==> config.mk <==
export PLATFORM = sky130hd
export DESIGN_NAME = uart_tx_buffer
export DESIGN_NICKNAME = d
export VERILOG_FILES = /design/src/rtl/uart_tx_buffer.sv
export SDC_FILE = /design/constraint.sdc
export NUM_CORES = 1
export LEC_CHECK = 0
export CORE_MARGIN = 3
export CORE_UTILIZATION = 34
export DETAILED_ROUTE_END_ITERATION = 12
export HOLD_SLACK_MARGIN = 0.12
export RECOVER_POWER = 25
export SLEW_MARGIN = 15
export SYNTH_ARGS = -nofsm -noshare
export SYNTH_HDL_FRONTEND = slang
export SYNTH_SLANG_ARGS = --single-unit
==> constraint.sdc <==
create_clock -name clk_i -period 4.33 [get_ports clk_i]
set_clock_uncertainty 0.15 [all_clocks]
set_input_delay 0.6495 -clock clk_i [delete_from_list [all_inputs] [get_ports clk_i]]
set_output_delay 0.6495 -clock clk_i [all_outputs]
set_load 0.02 [all_outputs]
==> src/rtl/uart_tx_buffer.sv <==
// Purpose: byte FIFO feeding uart_transceiver, one launch pulse per byte, paced by tx_ready_i (optional sticky overflow flag: UART_TX_BUF_OVF_EN).
// Latency: push sampled at edge N -> level/empty at N+1 -> tx_en_o high after N+1, sampled by the transceiver at N+2.
// Backpressure: pushes are dropped while full; a busy transceiver (tx_ready_i=0) holds the sequencer in IDLE.
module uart_tx_buffer #(
    parameter int DATA_AMOUNT = 8,
    parameter int DEPTH       = 16,
    parameter int BUSY_TO     = 16
) (
    input  logic                     clk_i,
    input  logic                     arst_i,
    input  logic                     wr_en_i,
    input  logic [DATA_AMOUNT-1:0]   data_i,
    output logic                     full_o,
    output logic                     empty_o,
    output logic [$clog2(DEPTH):0]   level_o,
    output logic                     ovf_o,
    input  logic                     tx_ready_i,
    output logic                     tx_en_o,
    output logic [DATA_AMOUNT-1:0]   tx_data_o
);

    localparam int AW = $clog2(DEPTH);
    localparam int LW = AW + 1;
    localparam int CW = $clog2(BUSY_TO);

    typedef enum logic [1:0] {
        IDLE      = 2'd0,
        SEND      = 2'd1,
        WAIT_BUSY = 2'd2,
        WAIT_DONE = 2'd3
    } state_t;

    state_t                 state;
    logic [CW-1:0]          busy_cnt;
    logic [AW-1:0]          wr_ptr;
    logic [AW-1:0]          rd_ptr;
    logic [DATA_AMOUNT-1:0] mem [DEPTH];
    logic                   push;
    logic                   pop;

    // Flags come straight from the registered count, so they never glitch.
    assign full_o  = (level_o == LW'(DEPTH));
    assign empty_o = (level_o == '0);

    // Push is judged on registered fullness; pop only on the IDLE->SEND hand-off.
    assign push = wr_en_i && !full_o;
    assign pop  = (state == IDLE) && !empty_o && tx_ready_i;

    // Storage array carries no reset; only pointer-qualified entries are ever read.
    always_ff @(posedge clk_i) begin
        if (push) begin
            mem[wr_ptr] <= data_i;
        end
    end

    // Pointers and occupancy count; simultaneous push and pop leave the count alone.
    always_ff @(posedge clk_i or negedge arst_i) begin
        if (!arst_i) begin
            wr_ptr  <= '0;
            rd_ptr  <= '0;
            level_o <= '0;
        end else begin
            if (push) begin
                wr_ptr <= wr_ptr + AW'(1);
            end
            if (pop) begin
                rd_ptr <= rd_ptr + AW'(1);
            end
            case ({push, pop})
                2'b10:   level_o <= level_o + LW'(1);
                2'b01:   level_o <= level_o - LW'(1);
                default: level_o <= level_o;
            endcase
        end
    end

`ifdef UART_TX_BUF_OVF_EN
    logic ovf_q;

    // Sticky record of any push that arrived while the buffer was full.
    always_ff @(posedge clk_i or negedge arst_i) begin
        if (!arst_i) begin
            ovf_q <= 1'b0;
        end else if (wr_en_i && full_o) begin
            ovf_q <= 1'b1;
        end
    end

    assign ovf_o = ovf_q;
`else
    assign ovf_o = 1'b0;
`endif

    // Launch sequencer: pulse en once, then follow ready through busy and back to idle,
    // giving up on the busy phase after BUSY_TO cycles if ready never falls.
    always_ff @(posedge clk_i or negedge arst_i) begin
        if (!arst_i) begin
            state     <= IDLE;
            busy_cnt  <= '0;
            tx_en_o   <= 1'b0;
            tx_data_o <= '0;
        end else begin
            tx_en_o <= 1'b0;
            case (state)
                IDLE: begin
                    if (!empty_o && tx_ready_i) begin
                        tx_data_o <= mem[rd_ptr];
                        tx_en_o   <= 1'b1;
                        state     <= SEND;
                    end
                end
                SEND: begin
                    busy_cnt <= CW'(BUSY_TO - 1);
                    state    <= WAIT_BUSY;
                end
                WAIT_BUSY: begin
                    if (!tx_ready_i) begin
                        state <= WAIT_DONE;
                    end else begin
                        busy_cnt <= busy_cnt - CW'(1);
                        if (busy_cnt == CW'(1)) begin
                            state <= IDLE;
                        end
                    end
                end
                WAIT_DONE: begin
                    if (tx_ready_i) begin
                        state <= IDLE;
                    end
                end
                default: state <= IDLE;
            endcase
        end
    end

endmodule

# After elaboration in Yosys (flattened, before gate mapping)
# Memory sizes are Yosys's and may differ from the RTL's. A register that Yosys moved wholly into a read port is not among the register bits.
# Index checks and enable logic that the tools add are counted.
word_totals:
  register_bits: 20
  latchBits: 0
  ramBits: 128
  romBits: 0
  inputBits: 12
  out_inout_bits: 17
  word_cells: 49
  memories: 1
op_classes:
  n_addsub: 5
  mul: 0
  div_mod_pow: 0
  n_lt_le_gt_ge: 0
  eq_ne: 11
  n_shift: 0
  muxes: 12
  bitwise_logic: 0
  reduce_logical: 14
mem_list:
  columns: ["memory", "depth", "word_bits", "read_ports", "rd_ports_with_merged_regs", "write_ports", "line", "text"]
  rows:
  - ["mem", 16, 8, 1, 1, 1, "37", "logic [DATA_AMOUNT-1:0] mem [DEPTH];"]
ops:
  columns: ["operator", "n"]
  rows:
  - ["one-hot mux 5 bit (2 select lines)", 1]
  - ["adder 4 x 1 -> 4 bit, second input constant", 2]
  - ["two-way mux 2 bit", 4]
  - ["one-hot mux 2 bit (4 select lines)", 1]
  - ["one-hot mux 4 bit (2 select lines)", 1]
  - ["equality test 2 bit, second input constant", 3]
  - ["adder 5 x 1 -> 5 bit, second input constant", 1]
  - ["equality test 5 bit, second input constant", 1]
  - ["logical NOT 5 bit", 1]
  - ["subtractor 5 x 1 -> 5 bit, second input constant", 1]
  - ["equality test 2 x 1 -> 1 bit, second input constant", 2]
  - ["equality test 4 x 1 -> 1 bit, second input constant", 1]
  - ["logical AND 1 bit", 4]
  - ["two-way mux 1 bit", 4]
  - ["two-way mux 4 bit", 1]
  - ["inequality test 2 bit, second input constant", 2]
  - ["AND reduction 2 bit", 2]
  - ["nonzero test 2 bit", 2]
  - ["subtractor 4 x 1 -> 4 bit, second input constant", 1]
  - ["logical NOT 1 bit", 3]
  - ["inequality test 3 bit, second input constant", 1]
  - ["AND reduction 3 bit", 1]
  - ["logical NOT 2 bit", 1]
  - ["inequality test 2 x 1 -> 1 bit, second input constant", 1]

# Depth between registers and ports, before layout
# Gate-level depths: netlist of run 1.
logic_depth:
  depth_word: 6
  mapped_depth: 13
  depth_no_buf: 12

# Worst setup path after synthesis of run 1
# Ideal clock, no wire load.
synth_path:
  kind: "register -> register"
  start: "register level_o[1]"
  end: "register level_o[4]"
  setup_time_ns: 0.130
  arrival_time_ns: 2.991
  t_required_ns: 4.050
  slack_ns: 1.059
  stages_incl_launch_ff: 12
  path_buffers: 0
  synth_period_minus_slack_ns: 3.271
  cell_sequence: "dfrtp_1 > nor4_1 > nor2b_1 > or3_1 > inv_1 > ha_1 > ha_1 > nor2b_1 > o21ai_0 > a21oi_1 > or3b_2 > xnor2_1"
synth_via:
  elab_chain_cells: 6
  word_cells_on_any_way: 13
  classes_between: "2 x add/sub; 3 x eq/ne; 1 x mux; 7 x reduce/logical"
synth_lines:
  columns: ["item", "line", "text"]
  rows:
  - ["from (decl)", "15", "output logic [$clog2(DEPTH):0] level_o,"]
  - ["from (signal assigned)", "70", "2'b10: level_o <= level_o + LW'(1);"]
  - ["from (signal assigned)", "71", "2'b01: level_o <= level_o - LW'(1);"]
  - ["from (signal assigned)", "72", "default: level_o <= level_o;"]
  - ["logical NOT 5 bit (*)", "43", "assign empty_o = (level_o == '0);"]
  - ["net empty_o", "14", "output logic empty_o,"]
  - ["logical NOT 1 bit (*)", "47", "assign pop = (state == IDLE) && !empty_o && tx_ready_i;"]
  - ["logical AND 1 bit (*) (2 in series)", "47", null]
  - ["net pop", "39", "logic pop;"]
  - ["equality test 2 x 1 -> 1 bit / equality test 2 bit (equally long branches)", "69", "case ({push, pop})"]
  - ["one-hot mux 5 bit (2 select lines) / nonzero test 2 bit (equally long branches)", null, null]
# The timed path passes the listed nets; every way through them passes the cells marked *.
# A chain may end at the register's enable or synchronous reset.

# Worst setup path after layout of run 1
layout_path:
  start: "input port tx_ready_i"
  end: "register level_o[4]"
layout_via:
  elab_chain_cells: 3
  word_cells_on_any_way: 5
  classes_between: "2 x eq/ne; 1 x mux; 2 x reduce/logical"
layout_lines:
  columns: ["item", "line", "text"]
  rows:
  - ["from (decl)", "17", "input logic tx_ready_i,"]
  - ["logical AND 1 bit (*)", "47", null]
  - ["net pop", "39", null]
  - ["equality test 2 x 1 -> 1 bit / equality test 2 bit (equally long branches)", "69", null]
  - ["one-hot mux 5 bit (2 select lines) / nonzero test 2 bit (equally long branches)", null, null]
# Marks and branches as above.

==> results of run 1 <==
synth_stat cells, drive strengths merged:
cell type	n
o21ai	26
nand2b	2
ha	11
xnor2	8
conb	1
inv	14
a21o	1
mux4	32
nor2	16
a311oi	1
nor3	4
mux2	8
or3b	1
mux2i	8
edfxtp	128
nand4	3
a211oi	1
or3	1
xor2	2
nand2	33
fa	1
nor4b	1
nand3	4
buf	15
clkbuf	5
and2	1
nor4	1
a21oi	8
nor2b	2
dfrtp	28
critical path, cell delays in order:
cell and delay (ps):
dlygate4sd3_1 680, nand2_1 100, or3_1 340, inv_1 130
ha_1 240, inv_1 100, fa_1 400, nor2b_1 120
o21ai_0 100, nand3_1 90, or3b_2 450, xnor2_1 130
metal layers:
metal / share of wire, % / routed length, um / up-vias / GRT usage (%)
met4: 1.1 / 119 / 0 / 4.658
met1: 47 / 5115 / 1542 / 15.06
met5: 0 / 0 / - / 0
met3: 3.9 / 433 / 10 / 2.995
li1: - / - / 1478 / -
met2: 48 / 5324 / 69 / 18.39
cells by family after synthesis:
| family | Yosys count | synth area share [%] |
|---|---|---|
| xor gates and xnor gates | 10 | 1.359 |
| buffers and inverters | 34 | 3.126 |
| muxes | 48 | 14.70 |
| DFF | 156 | 70.52 |
| adders and majority gates | 12 | 2.447 |
| other | 1 | 0.05820 |
| and+or+nand+nor | 69 | 4.719 |
| AOI/OAI and AO/OA | 37 | 3.068 |
registers in the layout, summed over array words and instances, names as in the netlist:
register / count
level_o: 5
rd_ptr: 4
wr_ptr: 4
state: 2
mem: 128
busy_cnt: 4
tx_en_o: 1
tx_data_o: 8
path summary, 6_finish.rpt:
check | slack, ps | to | startpoint | depth (start not counted)
worst min register to register | 340 | tx_data_o[3]$_DFFE_PN0P_ | tx_data_o[3]$_DFFE_PN0P_ | 2
worst max-delay path | 940 | level_o[4]$_DFFE_PN0P_ | tx_ready_i | 12
worst min-delay path | 340 | tx_data_o[3]$_DFFE_PN0P_ | tx_data_o[3]$_DFFE_PN0P_ | 2
worst max register to register | 1150 | level_o[4]$_DFFE_PN0P_ | level_o[1]$_DFFE_PN0P_ | 12
max in group asynchronous | 2070 | rd_ptr[0]$_DFFE_PN0P_ | arst_i | 2
min in group asynchronous | 980 | tx_data_o[1]$_DFFE_PN0P_ | arst_i | 2
power by group:
part / internal, mW / total, mW / switching, mW / leakage, nW
clock network: 0.849 / 1.43 / 0.582 / 0.280
registers: 1.87 / 2.11 / 0.245 / 1.49
logic: 0.648 / 1.28 / 0.635 / 0.837
total: 3.36 / 4.83 / 1.46 / 2.61
area by class of cell:
class,instances,area share [%]
clock buffer,18,5.731
clock inverter,14,1.905
inverter,14,0.7018
multi-input combinational,177,22.67
sequential,156,60.70
tap,229,3.826
timing repair buffer,36,4.461
==> run metrics, run 1 <==
clk sinks=156; RePlAce Congestion=0.7732; Syn-to-layout area delta=16.21%; Starting Density=35.27%; Tot GR Track Use=11.50%; Post-Synthesis Cells=367; final setup TNS=0 ps; Least-Margin Pin Slew=1495 ps; post-DP HPWL=7657 um; CP endpoint kind=flip-flop; port bufs=27; Power Dens Cells=644.3 nW/um2; clock-pin slew on the worst setup and hold paths=60 ps; FF+latch count, synth=156; Relative slew margins=0.3536%; final hold vios=0; Rows=49; post-CTS setup repair buffer count=0; design area=7488 um2; worst path arrival time=3540 ps; peak supply drop=0.2341 mV; layout filler cell count=1651; Syn Area/Cell=17.56 um2; Die X=143.7 um; initial DRC count=169; Placed Instances=612; CORE AREA=18270 um2; Non-Filler Instances=644; Root Driver=clkbuf_16; unrepaired setup endpoints after global routing=false; synth top area cells=edfxtp_1 (60%), dfrtp_1 (11%), mux4_1 (6.1%); largest net degree at the start of global routing=29; fin crit share=78.37%; antenna viol nets, final=0; Peak Freq=294.7 MHz; Vias=3099; drt pass-1 iters=4; final worst slack=936.5 ps; first-pass GRT wire length=17690 um; CTS Hold Bufs=0; Crit Path Class=in -> reg; IO Pins=29; Leakage=2.606 nW; crit start category=primary input; HP Class=reg -> reg; MaxCap Viol Count=0; Num CTS Buffers=17; # diodes=0; Die Footprint=20640 um2; Placed Instance Area=6920 um2; fin nets=426; Placement Setup Slack=581.6 ps; DRC errors left=0; area occupied by multi-input gates=1698 um2; critical path fanouts, max=8; clk_lat worst skew=420 ps; cell area after synthesis=6444 um2; Yosys warning count=0; number of global-route vias before repair=3229; GRT Residual Overflow=0; WP data required=4480 ps; vias per cell=4.812; routed length per instance=17.07 um; cell taking the most area after synthesis=edfxtp_1; commonest cells after routing, fill and taps aside=edfxtp_1 (128), nand2_1 (33), dfrtp_1 (27); Total Routed Length=10990 um; CTS tree=built; status=finished clean; register area share after synthesis=70.52%; commonest non-fill, non-tap cell in the layout=edfxtp_1; cts repair resizes=0; Yosys top cell area share=59.65%; Syn Nets=391; Die H=143.7 um; post-synth cell types=37; Seq. cell area=4546 um2; Setup Viol. Count Final=0; Hold Worst Slack=339.2 ps; final core occ=40.99%; Clock Tree Buf Depth=2; Power, Total=4.825 mW; number of H-tree levels=4; initial antenna violation count=0; Slew Limit Fails=0; crit path time final=3393 ps; share of cells above drive strength 1=15.66%
(Power assumes the default switching activity.)
==> run 2: changes to the inputs <==
==> constraint.sdc (replaced) <==
create_clock -name clk_i -period 2.9 [get_ports clk_i]
set_clock_uncertainty 0.15 [all_clocks]
set_input_delay 0.435 -clock clk_i [delete_from_list [all_inputs] [get_ports clk_i]]
set_output_delay 0.435 -clock clk_i [all_outputs]
set_load 0.02 [all_outputs]
==> run 2 against run 1 <==
The flow now finishes with violations (capacitance limit, slew limit). Non-clock buffer count rose by 28. Combinational power rose by 79%. Clock power up 43%. Cell area is 3.4% higher. Largest cell class unchanged. Highest routed layer unchanged. Setup slack got worse by 830 ps.
==> run metrics, run 2 (synthesis gave the netlist of run 1 again) <==
post-DP HPWL=7936 um (was 7657 um); RePlAce Congestion=0.7384 (was 0.7732); first-pass GRT wire length=19570 um (was 17690 um); CP max-delay cell=dlygate4sd3_1 (unchanged); Crit Path Class=in -> reg (unchanged); fin crit share=96.45%; Placed Instance Area=7172 um2 (was 6920 um2); clk sinks=156 (unchanged); CTS tree=built (unchanged); share of cells above drive strength 1=22.62% (was 15.66%); Power Dens Cells=954.8 nW/um2 (was 644.3 nW/um2); Seq. cell area=4551 um2 (was 4546 um2); MaxCap Viol Count=1 (was 0); design area=7740 um2 (was 7488 um2); Peak Freq=357.5 MHz; Die Footprint=20640 um2 (unchanged); port bufs=27 (unchanged); Setup Viol. Count Final=0 (unchanged); Clock Tree Buf Depth=2 (unchanged); CP top delay family=simple AND/OR/NAND/NOR gates (unchanged); hold_sp=tx_data_o[4]$_DFFE_PN0P_ (was tx_data_o[3]$_DFFE_PN0P_); peak supply drop=0.4256 mV (was 0.2341 mV); WP data required=3050 ps (was 4480 ps); crit-path cells=dlygate4sd3_1, nand2_1, or3_4, inv_1, ha_4, inv_2, fa_2, nor2b_1, o21ai_1, nand3_1, or3b_4, xnor2_1 (was dlygate4sd3_1, nand2_1, or3_1, inv_1, ha_1, inv_1, fa_1, nor2b_1, o21ai_0, nand3_1, or3b_2, xnor2_1); Reg-to-Reg Start=level_o[1]$_DFFE_PN0P_ (unchanged); initial DRC count=236 (was 169); DRC errors left=0 (unchanged); HP Class=reg -> reg (unchanged); Tot GR Track Use=12.87% (was 11.50%); max incr delay on CP=560 ps (was 680 ps); Placement Setup Slack=-283.9 ps (was 581.6 ps); Worst Hold Depth=2 (unchanged); commonest non-fill, non-tap cell in the layout=edfxtp_1 (unchanged); Worst R2R End=level_o[4]$_DFFE_PN0P_ (unchanged); CORE AREA=18270 um2 (unchanged); Num CTS Buffers=17 (unchanged); IO Pins=29 (unchanged); Top Registers=mem: 128 flops, tx_data_o: 8 flops, level_o: 5 flops (unchanged); max reg flops=128 (unchanged); Total Routed Length=12330 um (was 10990 um); final hold vios=0 (unchanged); GRT Residual Overflow=0 (unchanged); Non-Filler Instances=671 (was 644); Relative slew margins=-9.393% (was 0.3536%); antenna viol nets, final=0 (unchanged); Vias=3330 (was 3099); FF-to-FF path depth=11 (was 12); final setup TNS=0 ps (unchanged); commonest cells after routing, fill and taps aside=edfxtp_1 (128), buf_4 (34), nand2_1 (33) (was edfxtp_1 (128), nand2_1 (33), dfrtp_1 (27)); R2R Setup Slk=170 ps (was 1150 ps); CP endpoint kind=flip-flop (unchanged); Die X=143.7 um (unchanged); Least-Margin Pin Slew=1641 ps (was 1495 ps); crit path time final=2797 ps; crit start category=primary input (unchanged); # diodes=0 (unchanged); status=complete, but fails checks (was finished clean); worst path arrival time=2950 ps (was 3540 ps); clk_lat worst skew=420 ps (about the same); clock-pin slew on the worst setup and hold paths=60 ps (about the same); layout filler cell count=1587 (was 1651); most flop-heavy register=mem (unchanged); number of global-route vias before repair=3490 (was 3229); initial antenna violation count=0 (unchanged); CP Depth=12 (unchanged); Starting Density=35.27% (unchanged); Root Driver=clkbuf_16 (unchanged); Leakage=2.736 nW (was 2.606 nW); critical path fanouts, max=4 (was 8); Slew Limit Fails=29 (was 0); Die H=143.7 um (unchanged); CTS Hold Bufs=0 (unchanged); Hold EP=tx_data_o[4]$_DFFE_PN0P_ (was tx_data_o[3]$_DFFE_PN0P_); fin nets=454 (was 426); drt pass-1 iters=4 (unchanged); largest net degree at the start of global routing=36 (was 29); Rows=49 (unchanged); routed length per instance=18.38 um (was 17.07 um); Syn-to-layout area delta=20.12% (was 16.21%); WP buf/inv=3 (unchanged); vias per cell=4.963 (was 4.812); Placed Instances=637 (was 612); final worst slack=103.0 ps (was 936.5 ps); area occupied by multi-input gates=1758 um2 (was 1698 um2); failing checks=capacitance limit, slew limit; number of H-tree levels=4 (unchanged)
==> run 2: cell types whose count changed in the layout (fill, tap and decap cells not counted), sizes merged <==
cell           delta
dlygate4sd3       +1
clkbuf            +3
clkdlybuf4s50     -1
inv               -3
buf              +27
==> run 2: what timing repair did <==
action	in CTS	in global routing
resized for setup	0	3
buffers inserted	0	3
endpoints found under the setup margin	0	1
==> run 2: worst max path at each step <==
stage | to | from
3_5_place_dp | level_o[4]$_DFFE_PN0P_ | tx_ready_i
6_report | level_o[4]$_DFFE_PN0P_ | tx_ready_i
4_1_cts | level_o[4]$_DFFE_PN0P_ | level_o[2]$_DFFE_PN0P_
3_3_place_gp | level_o[4]$_DFFE_PN0P_ | tx_ready_i
2_1_floorplan | level_o[4]$_DFFE_PN0P_ | level_o[2]$_DFFE_PN0P_
5_1_grt | level_o[4]$_DFFE_PN0P_ | level_o[1]$_DFFE_PN0P_
==> run 2: layer usage <==
layer  vias up  GRT usage [%]  wire, um
li1       1536              -         -
met3        19          3.361       478
met1      1695          16.52      5604
met5         -              0         0
met4         0          4.856       196
met2        80          21.12      6051
==> run 2: layout make-up <==
type | instances | area share [%]
Clock buffer | 20 | 5.642
Timing Repair Buffer | 64 | 7.145
Tap cell | 229 | 3.702
Clock inverter | 11 | 1.326
Inverter | 14 | 0.6790
Sequential cell | 156 | 58.79
Multi-Input combinational cell | 177 | 22.71
==> run 2: through the flow <==
step	hold slack, ps	total power, mW	util [%]
detailed placement	337.6	5.390	39.25
global route	376.8	7.820	42.36
CTS	266.3	7.453	42.21
floorplan	-10.59	4.628	-
global placement	324.7	5.328	39.25
finish	341.6	7.390	42.36
==> run 2: power breakdown <==
group          internal [mW]  switching, mW  total (mW)
sequential              2.79          0.257        3.05
clock                   1.24          0.811        2.05
combinational           1.14           1.15        2.29
total                   5.17           2.22        7.39
==> run 2: worst min-delay path, cell delays in order, from the launching register on <==
cell and delay [ps]:
dfrtp_1 340, nand2_1 50, o21ai_1 60
==> run 3: changes to the inputs <==
--- a/config.mk
+++ b/config.mk
@@ -5,10 +5,11 @@
 export SDC_FILE = /design/constraint.sdc
 export NUM_CORES = 1
 export LEC_CHECK = 0
+export ABC_AREA = 1
+export CAP_MARGIN = 15
 export CORE_MARGIN = 3
 export CORE_UTILIZATION = 34
 export DETAILED_ROUTE_END_ITERATION = 12
-export HOLD_SLACK_MARGIN = 0.12
 export RECOVER_POWER = 25
 export SLEW_MARGIN = 15
 export SYNTH_ARGS = -nofsm -noshare
==> run 3 against run 2 <==
The run still ends with capacitance limit, slew limit left. Non-clock buffer count down 10. Synthesized area up 9.8%. Flip-flop and latch count unchanged. Routed wire length up 27%. Register-to-register slack better by 350 ps. Fmax up 14%. Largest power group unchanged.
==> run metrics, run 3 <==
status=complete, but fails checks (unchanged); failing checks=capacitance limit, slew limit (unchanged); Yosys top cell area share=54.34% (was 59.65%); IO Pins=29 (unchanged); cell taking the most area after synthesis=edfxtp_1 (unchanged); commonest cells after routing, fill and taps aside=nand2_1 (222), edfxtp_1 (128), inv_1 (126) (was edfxtp_1 (128), buf_4 (34), nand2_1 (33)); Peak Freq=406.8 MHz (was 357.5 MHz); Die Footprint=22570 um2 (was 20640 um2); Num CTS Buffers=17 (unchanged); MaxCap Viol Count=1 (unchanged); routed length per instance=15.08 um (was 18.38 um); Total Routed Length=15610 um (was 12330 um); Worst Hold Depth=2 (unchanged); cts repair resizes=0 (unchanged); vias per cell=4.489 (was 4.963); post-synth cell types=26 (was 37); CP endpoint kind=output port (was flip-flop); FF+latch count, synth=156 (unchanged); unrepaired setup endpoints after global routing=false; Syn Nets=732 (was 391); Post-synth EDFFs=128 (unchanged); Hold EP=tx_data_o[1]$_DFFE_PN0P_ (was tx_data_o[4]$_DFFE_PN0P_); post-CTS setup repair buffer count=0 (unchanged); area occupied by multi-input gates=1819 um2 (was 1758 um2); Clock Tree Buf Depth=2 (unchanged); DRC errors left=0 (unchanged); GRT Residual Overflow=0 (unchanged); Syn Area/Cell=9.990 um2 (was 17.56 um2); Placement Setup Slack=225.6 ps (was -283.9 ps); clk sinks=156 (unchanged); Syn-to-layout area delta=17.00% (was 20.12%); worst path arrival time=1870 ps (was 2950 ps); CTS Hold Bufs=0 (unchanged); Die X=150.2 um (was 143.7 um); Placed Instance Area=7664 um2 (was 7172 um2); Reg-to-Reg Start=level_o[0]$_DFFE_PN0P_ (was level_o[1]$_DFFE_PN0P_); hold_sp=tx_data_o[1]$_DFFE_PN0P_ (was tx_data_o[4]$_DFFE_PN0P_); crit path time final=2458 ps (was 2797 ps); Hold Worst Slack=332.1 ps (was 341.6 ps); Crit Path Class=reg -> out (was in -> reg); Vias=4646 (was 3330); first-pass GRT wire length=24580 um (was 19570 um); final hold vios=0 (unchanged); # diodes=0 (unchanged); Comb pwr share=34.7% (was 31.0%); crit start category=flip-flop (was primary input); CTS tree=built (unchanged); critical path fanouts, max=5 (was 4); number of global-route vias before repair=4487 (was 3490); Switch Pwr=2.972 mW (was 2.218 mW); WP data required=2320 ps (was 3050 ps); drt pass-1 iters=5 (was 4); Leakage=3.652 nW (was 2.736 nW); Relative slew margins=-7.818% (was -9.393%); Clock Power Share=28.5% (was 27.8%); post-DP HPWL=9588 um (was 7936 um); layout filler cell count=1945 (was 1587); final worst slack=441.7 ps (was 103.0 ps); Setup Viol. Count Final=0 (unchanged); largest net degree at the start of global routing=66 (was 36); sequential share of power=36.8% (was 41.3%); most flop-heavy register=mem (unchanged); Synth async-reset ratio=17.95% (unchanged); CORE AREA=20360 um2 (was 18270 um2); synth top area cells=edfxtp_1 (54%), nand2_1 (12%), dfrtp_1 (9.9%) (was edfxtp_1 (60%), dfrtp_1 (11%), mux4_1 (6.1%)); Worst R2R End=level_o[4]$_DFFE_PN0P_ (unchanged); max reg flops=128 (unchanged); fin crit share=84.77% (was 96.45%); R2R Setup Slk=520 ps (was 170 ps); FF-to-FF path depth=14 (was 11); number of H-tree levels=4 (unchanged); Seq. cell area=4546 um2 (was 4551 um2); count leader, synth=nand2_1 (was edfxtp_1); Root Driver=clkbuf_16 (unchanged); Primary FF master, synth=edfxtp_1 (unchanged); clock-pin slew on the worst setup and hold paths=60 ps (about the same); initial antenna violation count=0 (unchanged); initial DRC count=386 (was 236); commonest cells in the netlist=nand2_1 (222), edfxtp_1 (128), inv_1 (126), nand3_1 (109), dfrtp_1 (28) (was edfxtp_1 (128), nand2_1 (33), dfrtp_1 (28), mux4_2 (17), nor2_1 (16)); Least-Margin Pin Slew=1617 ps (was 1641 ps); register area share after synthesis=64.25% (was 70.52%); Power, Total=8.132 mW (was 7.390 mW); port bufs=27 (unchanged); CP max-delay cell=clkdlybuf4s50_1 (was dlygate4sd3_1); Die H=150.2 um (was 143.7 um); Power Dens Cells=982.6 nW/um2 (was 954.8 nW/um2); Post-Synthesis Cells=708 (was 367); fin nets=776 (was 454); peak supply drop=0.5421 mV (was 0.4256 mV); Starting Density=34.73% (was 35.27%); Yosys warning count=0 (unchanged); max incr delay on CP=590 ps (was 560 ps); share of cells above drive strength 1=7.843% (was 22.62%); Top Registers=mem: 128 flops, tx_data_o: 8 flops, level_o: 5 flops (unchanged); internal cell power=5.160 mW (was 5.172 mW); sw frac=36.55% (was 30.02%); clk_lat worst skew=420 ps (about the same); antenna viol nets, final=0 (unchanged); Tot GR Track Use=14.54% (was 12.87%); crit-path cells=nor2_1, nand4_1, inv_1, clkdlybuf4s50_1 (was dlygate4sd3_1, nand2_1, or3_4, inv_1, ha_4, inv_2, fa_2, nor2b_1, o21ai_1, nand3_1, or3b_4, xnor2_1); RePlAce Congestion=0.8196 (was 0.7384); Slew Limit Fails=29 (unchanged); cell area after synthesis=7073 um2 (was 6444 um2); Rows=52 (was 49); design area=8275 um2 (was 7740 um2); final setup TNS=0 ps (unchanged); HP Class=reg -> reg (unchanged); commonest non-fill, non-tap cell in the layout=nand2_1 (was edfxtp_1)
## run 3: power groups by stage
stage | logic [mW] | registers [mW] | clock network (mW)
finish | 2.82 | 2.99 | 2.32
global route | 3.17 | 3.03 | 2.47
CTS | 2.86 | 2.99 | 2.36
detailed placement | 2.84 | 3.03 | 0
global placement | 2.82 | 3.03 | 0
floorplan | 1.96 | 3.09 | 0
## run 3: worst max path at each step
stage                           startpoint                      to  slack (ps)
finish              level_o[1]$_DFFE_PN0P_                 empty_o         440
global route        level_o[0]$_DFFE_PN0P_  level_o[4]$_DFFE_PN0P_         260
CTS                 level_o[1]$_DFFE_PN0P_                 empty_o         420
detailed placement              tx_ready_i  level_o[4]$_DFFE_PN0P_         230
global placement                tx_ready_i  level_o[4]$_DFFE_PN0P_         240
floorplan           level_o[1]$_DFFE_PN0P_  level_o[4]$_DFFE_PN0P_         440
## run 3: kinds of logic (layout without fill, tap and decap cells)
family	after synthesis	after routing	share of synthesized area, %
other cells	1	1	0.05302
flops	156	156	64.25
buf+inv	159	216	10.03
compound gates	13	13	1.008
xor+xnor	9	9	1.115
simple gates	358	358	21.32
fa+ha+maj	12	12	2.229
## run 3: worst max-delay path, delay by kind of cell (launching register included)
family | cells | cell delay (ps)
buffers and inverters | 2 | 680
DFF | 1 | 440
and+or+nand+nor | 2 | 330
## run 3: cell type report
class / instances / area share, %
tap: 270 / 4.082
timing repair buffer: 54 / 5.579
sequential: 156 / 54.93
multi-input combinational: 393 / 21.98
inverter: 130 / 5.897
clock inverter: 14 / 2.344
clock buffer: 18 / 5.186
## run 3: through the flow
step / instances / util, %
floorplan: 708 / -
global placement: 1003 / 37.63
detailed placement: 1003 / 37.63
CTS: 1035 / 40.69
global route: 1035 / 40.64
finish: 1035 / 40.64
## run 3: routing by layer
layer / track usage, % / share of wire (%) / vias to the layer above
met3: 3.281 / 4.5 / 26
met2: 23.05 / 47 / 106
met5: 0 / 0 / -
li1: - / - / 2355
met1: 19.58 / 46 / 2159
met4: 5.489 / 2.5 / 0
